**src/rtl/alu_result_stage.sv**
```systemverilog
`default_nettype none
// ============================================================================
// Module      : alu_result_stage
// Description : Registered ALU output stage with zero/negative flags and a
//               two-entry skid buffer on a valid/ready handshake.
//               Optional macro ALU_STAGE_OVERFLOW_EN adds signed-add overflow.
// Revision    : 1.0 - initial release
// ============================================================================
module alu_result_stage #(
   parameter int WORD_LENGTH = 32
) (
   input  logic                   clk,
   input  logic                   reset,
   input  logic                   flush,
   input  logic                   in_valid,
   output logic                   in_ready,
   input  logic [WORD_LENGTH-1:0] alu_result,
   input  logic                   alu_carry,
   input  logic [3:0]             alu_control,
`ifdef ALU_STAGE_OVERFLOW_EN
   input  logic                   alu_sign_a,
   input  logic                   alu_sign_b,
   output logic                   out_overflow,
`endif
   output logic                   out_valid,
   input  logic                   out_ready,
   output logic [WORD_LENGTH-1:0] out_result,
   output logic                   out_carry,
   output logic                   out_zero,
   output logic                   out_negative,
   output logic [3:0]             out_control
);

`ifdef ALU_STAGE_OVERFLOW_EN
   localparam int ENTRY_W = WORD_LENGTH + 8;
`else
   localparam int ENTRY_W = WORD_LENGTH + 7;
`endif

   localparam logic [1:0] S_EMPTY = 2'd0;
   localparam logic [1:0] S_ONE   = 2'd1;
   localparam logic [1:0] S_TWO   = 2'd2;

   logic [1:0]         r_state;
   logic [1:0]         w_state_next;
   logic               r_in_ready;
   logic [ENTRY_W-1:0] r_main;
   logic [ENTRY_W-1:0] r_skid;
   logic [ENTRY_W-1:0] w_main_next;
   logic [ENTRY_W-1:0] w_skid_next;
   logic [ENTRY_W-1:0] w_in_entry;
   logic               w_accept;
   logic               w_pop;
   logic               w_zero;
   logic               w_negative;

   assign w_accept = in_valid & r_in_ready;
   assign w_pop    = out_valid & out_ready;

   // Subtract returns a magnitude, so its sign lives in the carry/borrow bit.
   assign w_zero     = (alu_result == '0);
   assign w_negative = (alu_control == 4'b0001) ? alu_carry : alu_result[WORD_LENGTH-1];

`ifdef ALU_STAGE_OVERFLOW_EN
   logic w_overflow;
   assign w_overflow = (alu_control == 4'b0010) && (alu_sign_a == alu_sign_b) &&
                       (alu_result[WORD_LENGTH-1] != alu_sign_a);
   assign w_in_entry = {w_overflow, alu_control, w_negative, w_zero, alu_carry, alu_result};
`else
   assign w_in_entry = {alu_control, w_negative, w_zero, alu_carry, alu_result};
`endif

   always_comb begin
      w_state_next = r_state;
      w_main_next  = r_main;
      w_skid_next  = r_skid;
      if (flush) begin
         w_state_next = S_EMPTY;
      end else begin
         case (r_state)
            S_EMPTY: begin
               if (w_accept) begin
                  w_main_next  = w_in_entry;
                  w_state_next = S_ONE;
               end
            end
            S_ONE: begin
               if (w_accept && w_pop) begin
                  w_main_next = w_in_entry;
               end else if (w_accept) begin
                  w_skid_next  = w_in_entry;
                  w_state_next = S_TWO;
               end else if (w_pop) begin
                  w_state_next = S_EMPTY;
               end
            end
            S_TWO: begin
               if (w_pop) begin
                  w_main_next  = r_skid;
                  w_state_next = S_ONE;
               end
            end
            default: w_state_next = S_EMPTY;
         endcase
      end
   end

   // in_ready is registered from the next state so downstream ready never
   // reaches the ALU combinationally.
   always_ff @(posedge clk or posedge reset) begin
      if (reset) begin
         r_state    <= S_EMPTY;
         r_in_ready <= 1'b1;
         r_main     <= '0;
         r_skid     <= '0;
      end else begin
         r_state    <= w_state_next;
         r_in_ready <= (w_state_next != S_TWO);
         r_main     <= w_main_next;
         r_skid     <= w_skid_next;
      end
   end

   assign in_ready     = r_in_ready;
   assign out_valid    = (r_state != S_EMPTY);
   assign out_result   = r_main[WORD_LENGTH-1:0];
   assign out_carry    = r_main[WORD_LENGTH];
   assign out_zero     = r_main[WORD_LENGTH+1];
   assign out_negative = r_main[WORD_LENGTH+2];
   assign out_control  = r_main[WORD_LENGTH+6:WORD_LENGTH+3];
`ifdef ALU_STAGE_OVERFLOW_EN
   assign out_overflow = r_main[WORD_LENGTH+7];
`endif

endmodule
`default_nettype wire
```
**config.mk**
```make
export PLATFORM = sky130hd
export DESIGN_NAME = alu_result_stage
export DESIGN_NICKNAME = d
export VERILOG_FILES = /design/src/rtl/alu_result_stage.sv
export SDC_FILE = /design/constraint.sdc
export NUM_CORES = 1
export LEC_CHECK = 0
export ABC_AREA = 1
export CORE_UTILIZATION = 55
export DETAILED_ROUTE_END_ITERATION = 10
export DONT_BUFFER_PORTS = 1
export PLACE_DENSITY_LB_ADDON = 0.2
export SLEW_MARGIN = 20
export SYNTH_ARGS = -nofsm -noshare
export SYNTH_HDL_FRONTEND = slang
export SYNTH_SLANG_ARGS = --single-unit
```
**constraint.sdc**
```tcl
create_clock -name clk -period 2.65 [get_ports clk]
set_clock_uncertainty 0.2 [all_clocks]
set_input_delay 0 -clock clk [delete_from_list [all_inputs] [get_ports clk]]
set_output_delay 0 -clock clk [all_outputs]
set_load 0.02 [all_outputs]
```
## After elaboration in Yosys (flattened, before gate mapping)

Index checks and enable logic that the tools add are counted.

| operators by class | value |
|---|---|
| equality and inequality tests | 7 |
| muxes and demuxes | 12 |
| bitwise operators | 4 |
| reductions and logical operators | 7 |

Operators with widths:

| cell | count |
|---|---|
| 39-bit 2-to-1 mux | 3 |
| 39-bit case mux with 3 select lines | 1 |
| 32-bit zero test | 1 |
| 2-bit 2-to-1 mux | 6 |
| 2-bit inequality test, second input constant | 4 |
| 2-bit case mux with 3 select lines | 1 |
| 5-bit AND reduction | 1 |
| 4-bit by 1-bit == test with 1-bit output, second input constant | 1 |
| 4-bit AND reduction | 1 |
| 3-bit nonzero test | 1 |
| 1-bit AND | 2 |
| 2-bit by 1-bit == test with 1-bit output, second input constant | 1 |
| 2-bit == test, second input constant | 1 |
| 2-bit zero test | 1 |
| 1-bit NOT | 2 |
| 2-bit nonzero test | 1 |
| 1-bit logical AND | 1 |
| 1-bit 2-to-1 mux | 1 |

| storage, ports and cells | value |
|---|---|
| flip-flop bits (word level) | 81 |
| input port bits | 42 |
| output and inout port bits | 41 |
| word-level logic and storage cells | 34 |

## Longest topological paths before layout

Gate-level depths: netlist of the first run.

| depth | value |
|---|---|
| depth after elaboration | 8 |
| gate-level depth with buffers | 7 |

## Least setup slack after synthesis of the first run

OpenSTA, ideal clock, no wires.

| timing path | value |
|---|---|
| path type | reg-to-reg |
| start point | reg r_in_ready, in the netlist in_ready |
| end point | reg r_skid[10] |
| arrival | 1.277 ns |
| data required time | 2.373 ns |
| setup slack | 1.096 ns |
| cell stages (with the launch flop) | 7 |
| buffers on the path | 2 |
| cell sequence | dfstp_2 -> nand4_1 -> inv_1 -> nand2_2 -> buf_2 -> buf_2 -> a21oi_1 |

| between the ends | value |
|---|---|
| cells in the longest elaborated chain, start to end | 4 |

Ends and longest elaborated chain:

| element | line | text |
|---|---|---|
| from (decl) | 46 | `logic r_in_ready;` |
| from (signal assigned) | 118 | `r_in_ready <= (w_state_next != S_TWO);` |
| 1-bit AND * | 57 | `assign w_accept = in_valid & r_in_ready;` |
| 1-bit logical AND | 88 | `if (w_accept && w_pop) begin` |
| 1-bit NOT (no line) | -- |  |
| 4-bit AND reduction (no line) * | -- |  |
| to (signal assigned) | 120 | `r_skid <= w_skid_next;` |
| to (decl) | 48 | `logic [ENTRY_W-1:0] r_skid;` |

Every way passes the cells marked *; elsewhere a longest branch is shown, timed or not.
A chain may end at the register's enable or synchronous reset.

## Final worst setup path of the first run

| timing path | value |
|---|---|
| start point | reg r_state[1] |
| end point | reg r_main[35] |

| between the ends | value |
|---|---|
| cells in the longest elaborated chain, start to end | 5 |
| elaborated cells on any way between the ends | 12 |

Ends and longest elaborated chain:

| element | line | text |
|---|---|---|
| from (decl) | 44 | `logic [1:0] r_state;` |
| from (signal assigned) | 117 | `r_state <= w_state_next;` |
| 2-bit nonzero test | 125 | `assign out_valid = (r_state != S_EMPTY);` |
| 1-bit AND | 58 | `assign w_pop = out_valid & out_ready;` |
| 1-bit logical AND | 88 |  |
| 2-bit inequality test (no line) | -- |  |
| 5-bit AND reduction (no line) | -- |  |
| to (signal assigned) | 119 | `r_main <= w_main_next;` |
| to (decl) | 47 | `logic [ENTRY_W-1:0] r_main;` |

Several ways; a longest one is shown, not always the timed one.

==> summary.txt, run 1 <==
Clock network
  • H-tree Lvls: 3
  • Clk_lat worst skew: between 300 and 400 ps
  • Largest buffer count on any clock path: 2
  • CTS Root Cell: sky130_fd_sc_hd__clkbuf_8
  • Post-CTS sizing: 0
  • Clock transition at path regs: 80 ps
  • CTS tree: yes
  • Number of buffers created by CTS: 9
  • Number of sinks on the clock net: 81

GRT
  • Met1 track utilization from global routing: between 20% and 30%
  • Total global routing overflow: 0
  • Initial antenna violation count: 0
  • Layer carrying the most global-route usage: met2
  • Met2 track demand over resource: between 40% and 50%
  • Met3 GRT Util: approximately 7.4%
  • Global Route Usage Sum: between 20 and 25%
  • Maximum number of pins on one net before global-route repair: 79
  • First-pass GRT wire length: around 14000 um
  • Vias in the first global route: approximately 3000

Logic synthesis
  • Count of yosys warnings during synthesis: 0
  • Mapped cell area: 3670 sq um
  • Proportion of synthesized chip area in sequential cells: a little under three fifths
  • Synth Net Count: ~470
  • Number of library cell types mapped by synthesis: 22
  • Synthesized instance count: 430
  • Average size of a mapped cell: about 8.5 sq um
  • Synthesis-stage register bit count: 81

Detailed routing
  • Mean routed wirelength per cell: roughly 14 um
  • Vias: roughly 3000
  • Post-route DRC violation count: 0
  • Number of nets still failing antenna checks after routing: 0
  • Ratio of routed vias to standard cells: 5.29
  • Total detailed-routing wirelength: between 7000 and 8000 um
  • DRT iter0 DRCs: approximately 190
  • First-pass iteration count of the detailed router: 4

STA
  • Worst setup slack after layout: around 290 ps
  • Minimum period implied by the final worst setup slack: between 2000 and 2500 ps
  • Achievable Freq: about 420 MHz
  • Slew Limit Headroom: 62.3%
  • Final period util: between 80% and 90%
  • Final Hold Violating Endpoints: 0
  • Setup repair after global routing missed its margin: no
  • Total negative setup slack: 0 ps
  • Final hold slack: around 210 ps
  • Final setup violation count: 0
  • Slew of the pin with the lowest slew margin: between 500 and 600 ps
  • Final Max Slew Viols: 0

Run status
  • Result of the run: complete, no violations

Worst setup path
  • Worst EP required: between 2000 and 3000 ps
  • Setup crit start kind: flop
  • Kind of capture point of the worst setup path: flop
  • Data arrival at the endpoint of the critical path: between 2000 and 2500 ps
  • Highest net fanout along the worst path: 33
  • Worst R2R Path Depth: 7
  • Crit path kind: reg -> reg

Layout
  • Synth-to-Final Area Change: 21.9%
  • Layout cells sized above 1: 7.45%
  • End-of-flow core utilization: 70.1%
  • Final cell count without fillers: between 500 and 600
  • Final-stage net count: 520
  • Antenna cells: 0
  • Final cell area excluding filler cells: 4480 sq um

Floorplanning
  • Number of placed I/O pins: between 80 and 90
  • Floorplan die area: ~7000 sq um
  • Die Height: roughly 84 um
  • Cell Rows: 29
  • Die width: 83.7 um
  • Std-Cell Core Area: about 6400 sq um
  • Initial core utilization: 57.5%

Placement
  • Place WS: between 800 and 900 ps
  • Dpl hpwl: 4810 um
  • RD Place Congestion: around 0.78
  • Placed standard-cell area: between 3000 and 4000 sq um
  • Number of cells in the design after placement: roughly 490
  • Buffers added on ports: 0

Power and ir drop
  • Final total power: about 3.3 mW
  • Maximum resistive drop on vdd: between 0.0004 and 0.0005 V
  • Total power density per cell area: approximately 740 nW/um^2
  • Leakage power figure: 2.25 nW

Flow run
  • Number of maximum-capacitance violations: 0

Worst hold path
  • Hold Path Class: in -> reg
  • Number of stages on the worst hold path: 3
[layout by cell type, fill, tap and decap left out]
cell type                       Yosys  layout
sky130_fd_sc_hd__nand2_1          144     144
sky130_fd_sc_hd__dfrtp_1           80      80
sky130_fd_sc_hd__dlygate4sd3_1      0      56
sky130_fd_sc_hd__nor2_1            46      45
sky130_fd_sc_hd__inv_1             43      42
sky130_fd_sc_hd__o211ai_1          27      27
sky130_fd_sc_hd__a21oi_1           25      25
sky130_fd_sc_hd__o21ai_0           20      20
sky130_fd_sc_hd__o211ai_2          10      10
sky130_fd_sc_hd__clkbuf_8           0      10
sky130_fd_sc_hd__nand4_1            3       3
sky130_fd_sc_hd__clkbuf_1           8       3
sky130_fd_sc_hd__clkinv_2           0       2
sky130_fd_sc_hd__bufinv_16          0       2
sky130_fd_sc_hd__buf_12             0       2
sky130_fd_sc_hd__buf_4              2       2
sky130_fd_sc_hd__nand2_2            1       1
sky130_fd_sc_hd__nand3_1            1       1
sky130_fd_sc_hd__nor2_4             0       1
sky130_fd_sc_hd__or2_4              1       1
sky130_fd_sc_hd__nand2_4            1       1
sky130_fd_sc_hd__nand3_4            1       1
sky130_fd_sc_hd__clkinv_4           1       1
sky130_fd_sc_hd__inv_2              1       1
sky130_fd_sc_hd__o31ai_1            1       1
sky130_fd_sc_hd__dfstp_2            1       1
[power by group]
group          switching [mW]  internal (mW)
Sequential              0.294           1.51
Combinational           0.290          0.253
Clock                   0.421          0.557
Total                    1.01           2.32
[cells by family (layout without fill, tap and decap cells)]
group | after synthesis | in the layout | synth area share [%]
buffers and inverters | 68 | 121 | 8.25
and+or+nand+nor | 198 | 198 | 21.3
DFF | 81 | 81 | 55.2
AOI/OAI and AO/OA | 83 | 83 | 15.3
[state kept, by name, summed over array words and instances, names as in the netlist]
register	cells
in_ready	1
r_main	39
r_skid	39
r_state	2
[worst paths after layout]
check	start	to	slack (ps)
worst min register to register	r_skid[26]$_DFFE_PP0P_	r_skid[26]$_DFFE_PP0P_	300
worst max-delay path	r_state[1]$_DFF_PP0_	r_main[35]$_DFFE_PP0P_	290
worst max register to register	r_state[1]$_DFF_PP0_	r_main[35]$_DFFE_PP0P_	290
min in group asynchronous	reset	r_skid[9]$_DFFE_PP0P_	480
max in group asynchronous	reset	r_skid[17]$_DFFE_PP0P_	460
worst min-delay path	alu_result[4]	r_skid[4]$_DFFE_PP0P_	210
[timing repair]
| action | in CTS | in global routing |
|---|---|---|
| hold endpoints to repair | 161 | 0 |
| hold buffers | 56 | 0 |
| buffers inserted | 0 | 0 |
[synth_stat cells, drive strengths merged]
master	instances	area share, %
dfrtp	80	55
buf	15	2.7
o31ai	1	0.20
clkbuf	8	0.82
nand3	2	0.61
o21ai	20	2.7
clkinv	1	0.24
nor2	46	4.7
dfstp	1	0.72
o211ai	37	8.9
inv	44	4.5
a21oi	25	3.4
or2	1	0.24
nand4	3	0.51
nand2	146	15
[critical path, cell delays in order, from the launching register on]
cell	delay, ps
sky130_fd_sc_hd__dfrtp_1	390
sky130_fd_sc_hd__inv_1	110
sky130_fd_sc_hd__nor2_4	330
sky130_fd_sc_hd__buf_4	400
sky130_fd_sc_hd__nand2_1	110
sky130_fd_sc_hd__o211ai_2	80
sky130_fd_sc_hd__nand2_1	60
sky130_fd_sc_hd__dlygate4sd3_1	560
[final cells by class]
class / count / area [sq um]
inverters: 45 / 175
well taps: 77 / 96.3
flip-flops and latches: 81 / 2030
fillers: 517 / 1910
clock buffers: 13 / 149
repair buffers: 60 / 616
multi-input cells: 281 / 1350
clock inverters: 3 / 65.1
[layer usage]
layer  vias to the layer above  wire length, um
met2                        70             3900
met5                         -                0
met3                        12              371
met4                         0              167
met1                      1415             3490
li1                       1463                -
(Power assumes the default switching activity.)
==> inputs of run 2 (changes only) <==
--- a/config.mk
+++ b/config.mk
@@ -5,7 +5,6 @@
 export SDC_FILE = /design/constraint.sdc
 export NUM_CORES = 1
 export LEC_CHECK = 0
-export ABC_AREA = 1
 export CORE_UTILIZATION = 55
 export DETAILED_ROUTE_END_ITERATION = 10
 export DONT_BUFFER_PORTS = 1
==> summary.txt, run 2 <==
Flow run
  • Number of maximum-capacitance violations: 0

Floorplanning
  • Floorplan die area: slightly below 7000 sq um
  • Die Height: 82.0 um
  • Die width: roughly 82 um
  • Initial core utilization: 58.1%
  • Cell Rows: 28
  • Number of placed I/O pins: 83
  • Std-Cell Core Area: a little over 6000 sq um

Layout
  • Final cell count without fillers: 410
  • Antenna cells: 0
  • End-of-flow core utilization: 70.3%
  • Regs by FF count: r_main x39, r_skid x39, r_state x2
  • Commonest cells after routing, fill and taps aside: sky130_fd_sc_hd__dfrtp_1 (80), sky130_fd_sc_hd__dlygate4sd3_1 (43), sky130_fd_sc_hd__nand2_1 (42)
  • Synth-to-Final Area Change: 21.0%
  • FILL cells: around 430
  • Layout cells sized above 1: 19.4%
  • Commonest non-fill, non-tap cell in the layout: sky130_fd_sc_hd__dfrtp_1
  • Final-stage net count: ~370

Detailed routing
  • Mean routed wirelength per cell: about 17 um
  • Total detailed-routing wirelength: ~7000 um
  • Post-route DRC violation count: 0
  • Vias: roughly 2300
  • Number of nets still failing antenna checks after routing: 0
  • DRT iter0 DRCs: 43
  • First-pass iteration count of the detailed router: 5
  • Ratio of routed vias to standard cells: between 5 and 6

Logic synthesis
  • Prevailing post-synth register cell: sky130_fd_sc_hd__dfrtp_1
  • Count of yosys warnings during synthesis: 0
  • Fraction of post-synthesis cell area in the top cell type by area: a little under three fifths
  • List of most frequent post-synthesis cells: sky130_fd_sc_hd__dfrtp_1 (80), sky130_fd_sc_hd__nand2_1 (42), sky130_fd_sc_hd__mux2i_1 (38), sky130_fd_sc_hd__o21ai_0 (38), sky130_fd_sc_hd__mux2_2 (37)
  • Library cell with the largest summed area after synthesis: sky130_fd_sc_hd__dfrtp_1
  • Ranking of synthesized cells by area: sky130_fd_sc_hd__dfrtp_1 (57%), sky130_fd_sc_hd__mux2_2 (12%), sky130_fd_sc_hd__mux2i_1 (11%), sky130_fd_sc_hd__o21ai_0 (5.4%), sky130_fd_sc_hd__nand2_1 (4.5%)
  • Number of flops mapped to enable cells by yosys: 0
  • Most common cell in the synthesized netlist: sky130_fd_sc_hd__dfrtp_1
  • Async set-or-reset flop fraction in the synthesized netlist: 100%
  • Proportion of synthesized chip area in sequential cells: approximately 58%
  • Synth Net Count: 330
  • Mapped cell area: ~3500 sq um
  • Average size of a mapped cell: ~12 sq um
  • Number of library cell types mapped by synthesis: 28
  • Synthesis-stage register bit count: 81
  • Synthesized instance count: between 200 and 300

GRT
  • Total global routing overflow: 0
  • Initial antenna violation count: 0
  • Maximum number of pins on one net before global-route repair: 46
  • Global Route Usage Sum: a little under a quarter
  • First-pass GRT wire length: approximately 11000 um
  • Vias in the first global route: about 2400

Power and ir drop
  • Leakage power figure: 2.06 nW
  • Maximum resistive drop on vdd: roughly 0.00046 V
  • Total power density per cell area: between 700 and 800 nW/um^2

STA
  • Final setup violation count: 0
  • Setup repair after global routing missed its margin: no
  • Final Max Slew Viols: 0
  • Slew of the pin with the lowest slew margin: just over 800 ps
  • Total negative setup slack: 0 ps
  • Final Hold Violating Endpoints: 0
  • Worst setup slack after layout: 306 ps
  • Final period util: 88.5%
  • Achievable Freq: roughly 430 MHz
  • Slew Limit Headroom: between 40% and 50%
  • Minimum period implied by the final worst setup slack: between 2000 and 2500 ps

Placement
  • Number of cells in the design after placement: 352
  • Place WS: around 370 ps
  • Dpl hpwl: around 4600 um
  • Buffers added on ports: 0
  • RD Place Congestion: 0.752

Clock network
  • Largest buffer count on any clock path: 2
  • Post-CTS sizing: 0
  • Number of buffers created by CTS: 9
  • Clk_lat worst skew: 330 ps
  • CTS Root Cell: sky130_fd_sc_hd__clkbuf_8
  • Number of sinks on the clock net: 81
  • Clock transition at path regs: roughly 80 ps
  • H-tree Lvls: 3
  • CTS tree: yes

Worst setup path
  • Highest net fanout along the worst path: 16
  • Worst EP required: roughly 2700 ps
  • Crit path kind: reg -> reg
  • Kind of capture point of the worst setup path: flop
  • Setup crit start kind: flop
  • Data arrival at the endpoint of the critical path: between 2000 and 2500 ps

Worst hold path
  • Hold Path Class: in -> reg

Run status
  • Result of the run: complete, no violations
==> run 2: changes by cell type after synthesis, moves of 18 or more <==
cell	previous run	this run
sky130_fd_sc_hd__nor2_1	46	3
sky130_fd_sc_hd__o21ai_0	20	38
sky130_fd_sc_hd__o211ai_1	27	0
sky130_fd_sc_hd__a21oi_1	25	1
sky130_fd_sc_hd__mux2_2	0	37
sky130_fd_sc_hd__inv_1	43	3
sky130_fd_sc_hd__nand2_1	144	42
sky130_fd_sc_hd__mux2i_1	0	38
==> run 2: kinds of logic (layout without fill, tap and decap cells) <==
family / count (synthesis) / after routing / synth area share (%)
flip-flops: 81 / 81 / 57.6
multiplexers: 77 / 77 / 23.5
AND/OR/NAND/NOR: 63 / 63 / 8.32
AO/OA/AOI/OAI: 46 / 46 / 7.15
buffers and inverters: 21 / 68 / 3.41
==> run 2: worst max-delay path: stages (launching register included) <==
cell                            delay, ps
sky130_fd_sc_hd__dfrtp_1              440
sky130_fd_sc_hd__nand2b_2             470
sky130_fd_sc_hd__buf_12               300
sky130_fd_sc_hd__a211o_1              250
sky130_fd_sc_hd__dlygate4sd3_1        570
sky130_fd_sc_hd__inv_1                 60
==> run 2: cell type report <==
class                   instances  area, sq um  area share (%)
clock buffers                  12          145            3.41
clock inverters                 3         65.1            1.53
inverters                       3         12.5           0.294
multi-input cells             186         1390            32.7
flip-flops and latches         81         2030            47.6
well taps                      75         93.8            2.20
repair buffers                 50          520            12.2
==> run 2: metal layers <==
metal	part of all wire, %	track usage (%)	up-vias
li1	-	-	1098
met5	0	0	-
met1	45	29.2	1144
met3	5.7	6.67	13
met4	1.6	8.77	0
met2	47	36.5	60
==> run 2: timing repair <==
item	CTS	global route
hold endpoints to repair	161	0
buffers inserted	0	0
setup endpoints to repair	0	0
hold buffers	43	0
==> run 2: worst paths after layout <==
check	depth (start not counted)	from	to	slack (ps)
max reg2reg	5	r_state[0]$_DFF_PP0_	r_state[1]$_DFF_PP0_	310
min reg2reg	2	r_skid[33]$_DFFE_PP0P_	r_skid[33]$_DFFE_PP0P_	280
min	3	in_valid	r_skid[21]$_DFFE_PP0P_	50
min in group asynchronous	2	reset	r_main[36]$_DFFE_PP0P_	60
max	5	r_state[0]$_DFF_PP0_	r_state[1]$_DFF_PP0_	310
max in group asynchronous	3	reset	in_ready$_DFF_PP1_	1470
==> run 2: through the flow <==
step / power [mW] / hold WS, ps / cell area [sq um]
2_1_floorplan: 2.14 / -134 / 3520
3_3_place_gp: 2.22 / -151 / 3620
3_5_place_dp: 2.25 / -139 / 3620
4_1_cts: 3.28 / 42.8 / 4260
5_1_grt: 3.42 / 94.8 / 4260
6_report: 3.26 / 53.5 / 4260
==> run 2: power by group <==
part	internal, mW	switching [mW]	leakage (nW)	total [mW]
clock	0.551	0.417	0.106	0.968
sequential	1.52	0.309	1.00	1.83
combinational	0.263	0.192	0.947	0.455
total	2.34	0.918	2.06	3.26
==> inputs of run 3 (changes only) <==
--- a/config.mk
+++ b/config.mk
@@ -8,6 +8,7 @@
 export CORE_UTILIZATION = 55
 export DETAILED_ROUTE_END_ITERATION = 10
 export DONT_BUFFER_PORTS = 1
+export HOLD_SLACK_MARGIN = 0.06
 export PLACE_DENSITY_LB_ADDON = 0.2
 export SLEW_MARGIN = 20
 export SYNTH_ARGS = -nofsm -noshare
==> summary.txt, run 3 (synthesis results as in run 2) <==
Floorplanning
  • Cell Rows: 28
  • Die width: between 80 and 90 um
  • Floorplan die area: between 6000 and 7000 sq um
  • Number of placed I/O pins: 83
  • Die Height: slightly above 80 um
  • Initial core utilization: between 50% and 60%
  • Std-Cell Core Area: around 6100 sq um

Worst setup path
  • Levels on crit path: 4
  • Largest stage delay on the critical path: slightly below 600 ps
  • Worst EP required: ~2700 ps
  • Data arrival at the endpoint of the critical path: between 2000 and 2500 ps
  • Slowest library cell on the worst path: sky130_fd_sc_hd__or4_4
  • Crit path kind: reg -> reg
  • CP Cell Sequence: nand2_1 -> or4_4 -> mux2_2 -> dlygate4sd3_1
  • Critical path buffer and inverter count: 1
  • Kind of capture point of the worst setup path: flop
  • Highest net fanout along the worst path: 9
  • Worst R2R Path Depth: 4
  • Setup crit start kind: flop
  • CP delay by family, top: simple AND/OR/NAND/NOR gates

STA
  • Final Hold Violating Endpoints: 0
  • Worst setup slack after layout: around 260 ps
  • Slew of the pin with the lowest slew margin: between 700 and 800 ps
  • Final period util: 90.3%
  • Final setup violation count: 0
  • Total negative setup slack: 0 ps
  • Final Max Slew Viols: 0
  • Minimum period implied by the final worst setup slack: about 2400 ps
  • Setup repair after global routing missed its margin: no
  • Slew Limit Headroom: 52.7%
  • Achievable Freq: approximately 420 MHz

Detailed routing
  • DRT iter0 DRCs: 50
  • First-pass iteration count of the detailed router: 4
  • Ratio of routed vias to standard cells: around 5.6
  • Post-route DRC violation count: 0
  • Mean routed wirelength per cell: about 17 um
  • Number of nets still failing antenna checks after routing: 0
  • Vias: ~2400
  • Total detailed-routing wirelength: ~7000 um

Power and ir drop
  • Total power density per cell area: between 700 and 800 nW/um^2
  • Share of total power in sequential cells: between 50% and 60%
  • Maximum resistive drop on vdd: between 0.0004 and 0.0005 V
  • Cell Int Power: around 2.4 mW
  • Fraction of power consumed by the clock network: between 20% and 30%
  • Sw Share: between 20% and 30%
  • Final total power: between 3 and 4 mW
  • Combinational group share of total power: approximately 16%
  • Switching power: about 930 uW
  • Leakage power figure: roughly 2.1 nW

Layout
  • Regs by FF count: r_main x39, r_skid x39, r_state x2
  • Final cell count without fillers: 420
  • Final-stage net count: about 380
  • Commonest cells after routing, fill and taps aside: sky130_fd_sc_hd__dfrtp_1 (80), sky130_fd_sc_hd__dlygate4sd3_1 (53), sky130_fd_sc_hd__nand2_1 (42)
  • Commonest non-fill, non-tap cell in the layout: sky130_fd_sc_hd__dfrtp_1
  • Layout cells sized above 1: between 10% and 20%
  • Synth-to-Final Area Change: 23.9%
  • Antenna cells: 0

Placement
  • Buffers added on ports: 0
  • Place WS: 367 ps
  • Dpl hpwl: around 4600 um
  • RD Place Congestion: between 0.7 and 0.8
  • Number of cells in the design after placement: ~350

Clock network
  • CTS Root Cell: sky130_fd_sc_hd__clkbuf_8
  • CTS tree: yes
  • Largest buffer count on any clock path: 2
  • Number of sinks on the clock net: 81
  • Clk_lat worst skew: between 300 and 400 ps
  • Number of post-CTS setup repair buffers: 0
  • Number of buffers created by CTS: 9
  • H-tree Lvls: 3
  • Clock transition at path regs: approximately 80 ps

GRT
  • Initial antenna violation count: 0
  • Vias in the first global route: approximately 2400
  • First-pass GRT wire length: about 12000 um
  • Global Route Usage Sum: between 20% and 30%
  • Maximum number of pins on one net before global-route repair: 41
  • Total global routing overflow: 0

Flow run
  • Number of maximum-capacitance violations: 0

Worst hold path
  • Number of stages on the worst hold path: 4
  • Hold Path Class: in -> reg

Run status
  • Result of the run: complete, no violations
run 3: cell types whose count changed in the layout (fill, tap and decap cells not counted):
cell | before | now
sky130_fd_sc_hd__or4_4 | 0 | 1
sky130_fd_sc_hd__or4_2 | 1 | 0
sky130_fd_sc_hd__dlygate4sd3_1 | 43 | 53
run 3: final timing paths:
| check | from | endpoint | slack [ps] |
|---|---|---|---|
| setup / recovery | in_ready$_DFF_PP1_ | r_skid[25]$_DFFE_PP0P_ | 260 |
| hold / removal | flush | r_main[20]$_DFFE_PP0P_ | 110 |
| setup reg to reg | in_ready$_DFF_PP1_ | r_skid[25]$_DFFE_PP0P_ | 260 |
| hold reg to reg | r_skid[33]$_DFFE_PP0P_ | r_skid[33]$_DFFE_PP0P_ | 280 |
| max in group asynchronous | reset | r_main[8]$_DFFE_PP0P_ | 530 |
| min in group asynchronous | reset | r_main[36]$_DFFE_PP0P_ | 560 |
run 3: repair_timing:
item,in CTS,in global routing
hold buffers,53,0
gates resized for setup,0,1
hold endpoints to repair,161,0
endpoints found under the setup margin,0,7
run 3: worst min-delay path, cell delays in order:
cell                       delay, ps
sky130_fd_sc_hd__nor4bb_1         50
sky130_fd_sc_hd__a41oi_4         200
sky130_fd_sc_hd__buf_4           240
sky130_fd_sc_hd__o21ai_0         110
run 3: area by class of cell:
| class | instances | area (sq um) |
|---|---|---|
| Clock buffer | 12 | 145 |
| Clock inverter | 3 | 65.1 |
| Fill cell | 422 | 1700 |
| Inverter | 3 | 12.5 |
| Multi-Input combinational cell | 186 | 1400 |
| Sequential cell | 81 | 2030 |
| Tap cell | 75 | 93.8 |
| Timing Repair Buffer | 60 | 621 |
run 3: per-stage QoR:
step	hold slack, ps	utilization [%]	cell area (sq um)
CTS	90.0	71.9	4360
finish	108	72.0	4360
floorplan	-134	-	3520
global placement	-151	59.7	3620
detailed placement	-139	59.7	3620
global route	154	72.0	4360
run 3: metal layers:
| layer | part of all wire, % | track usage [%] | routed length [um] | vias up |
|---|---|---|---|---|
| met5 | 0 | 0 | 0 | - |
| met4 | 1.6 | 8.77 | 112 | 0 |
| met3 | 5.7 | 6.67 | 405 | 13 |
| met2 | 48 | 38.3 | 3450 | 58 |
| met1 | 45 | 28.9 | 3180 | 1171 |
| li1 | - | - | - | 1124 |
run 3: power by group through the flow:
| stage | logic [mW] | clock network, mW | registers [mW] |
|---|---|---|---|
| after floorplan | 0.331 | 0 | 1.81 |
| after global placement | 0.374 | 0 | 1.84 |
| after detailed placement | 0.394 | 0 | 1.86 |
| after CTS | 0.514 | 0.989 | 1.83 |
| after global routing | 0.576 | 1.03 | 1.87 |
| final | 0.513 | 0.970 | 1.83 |
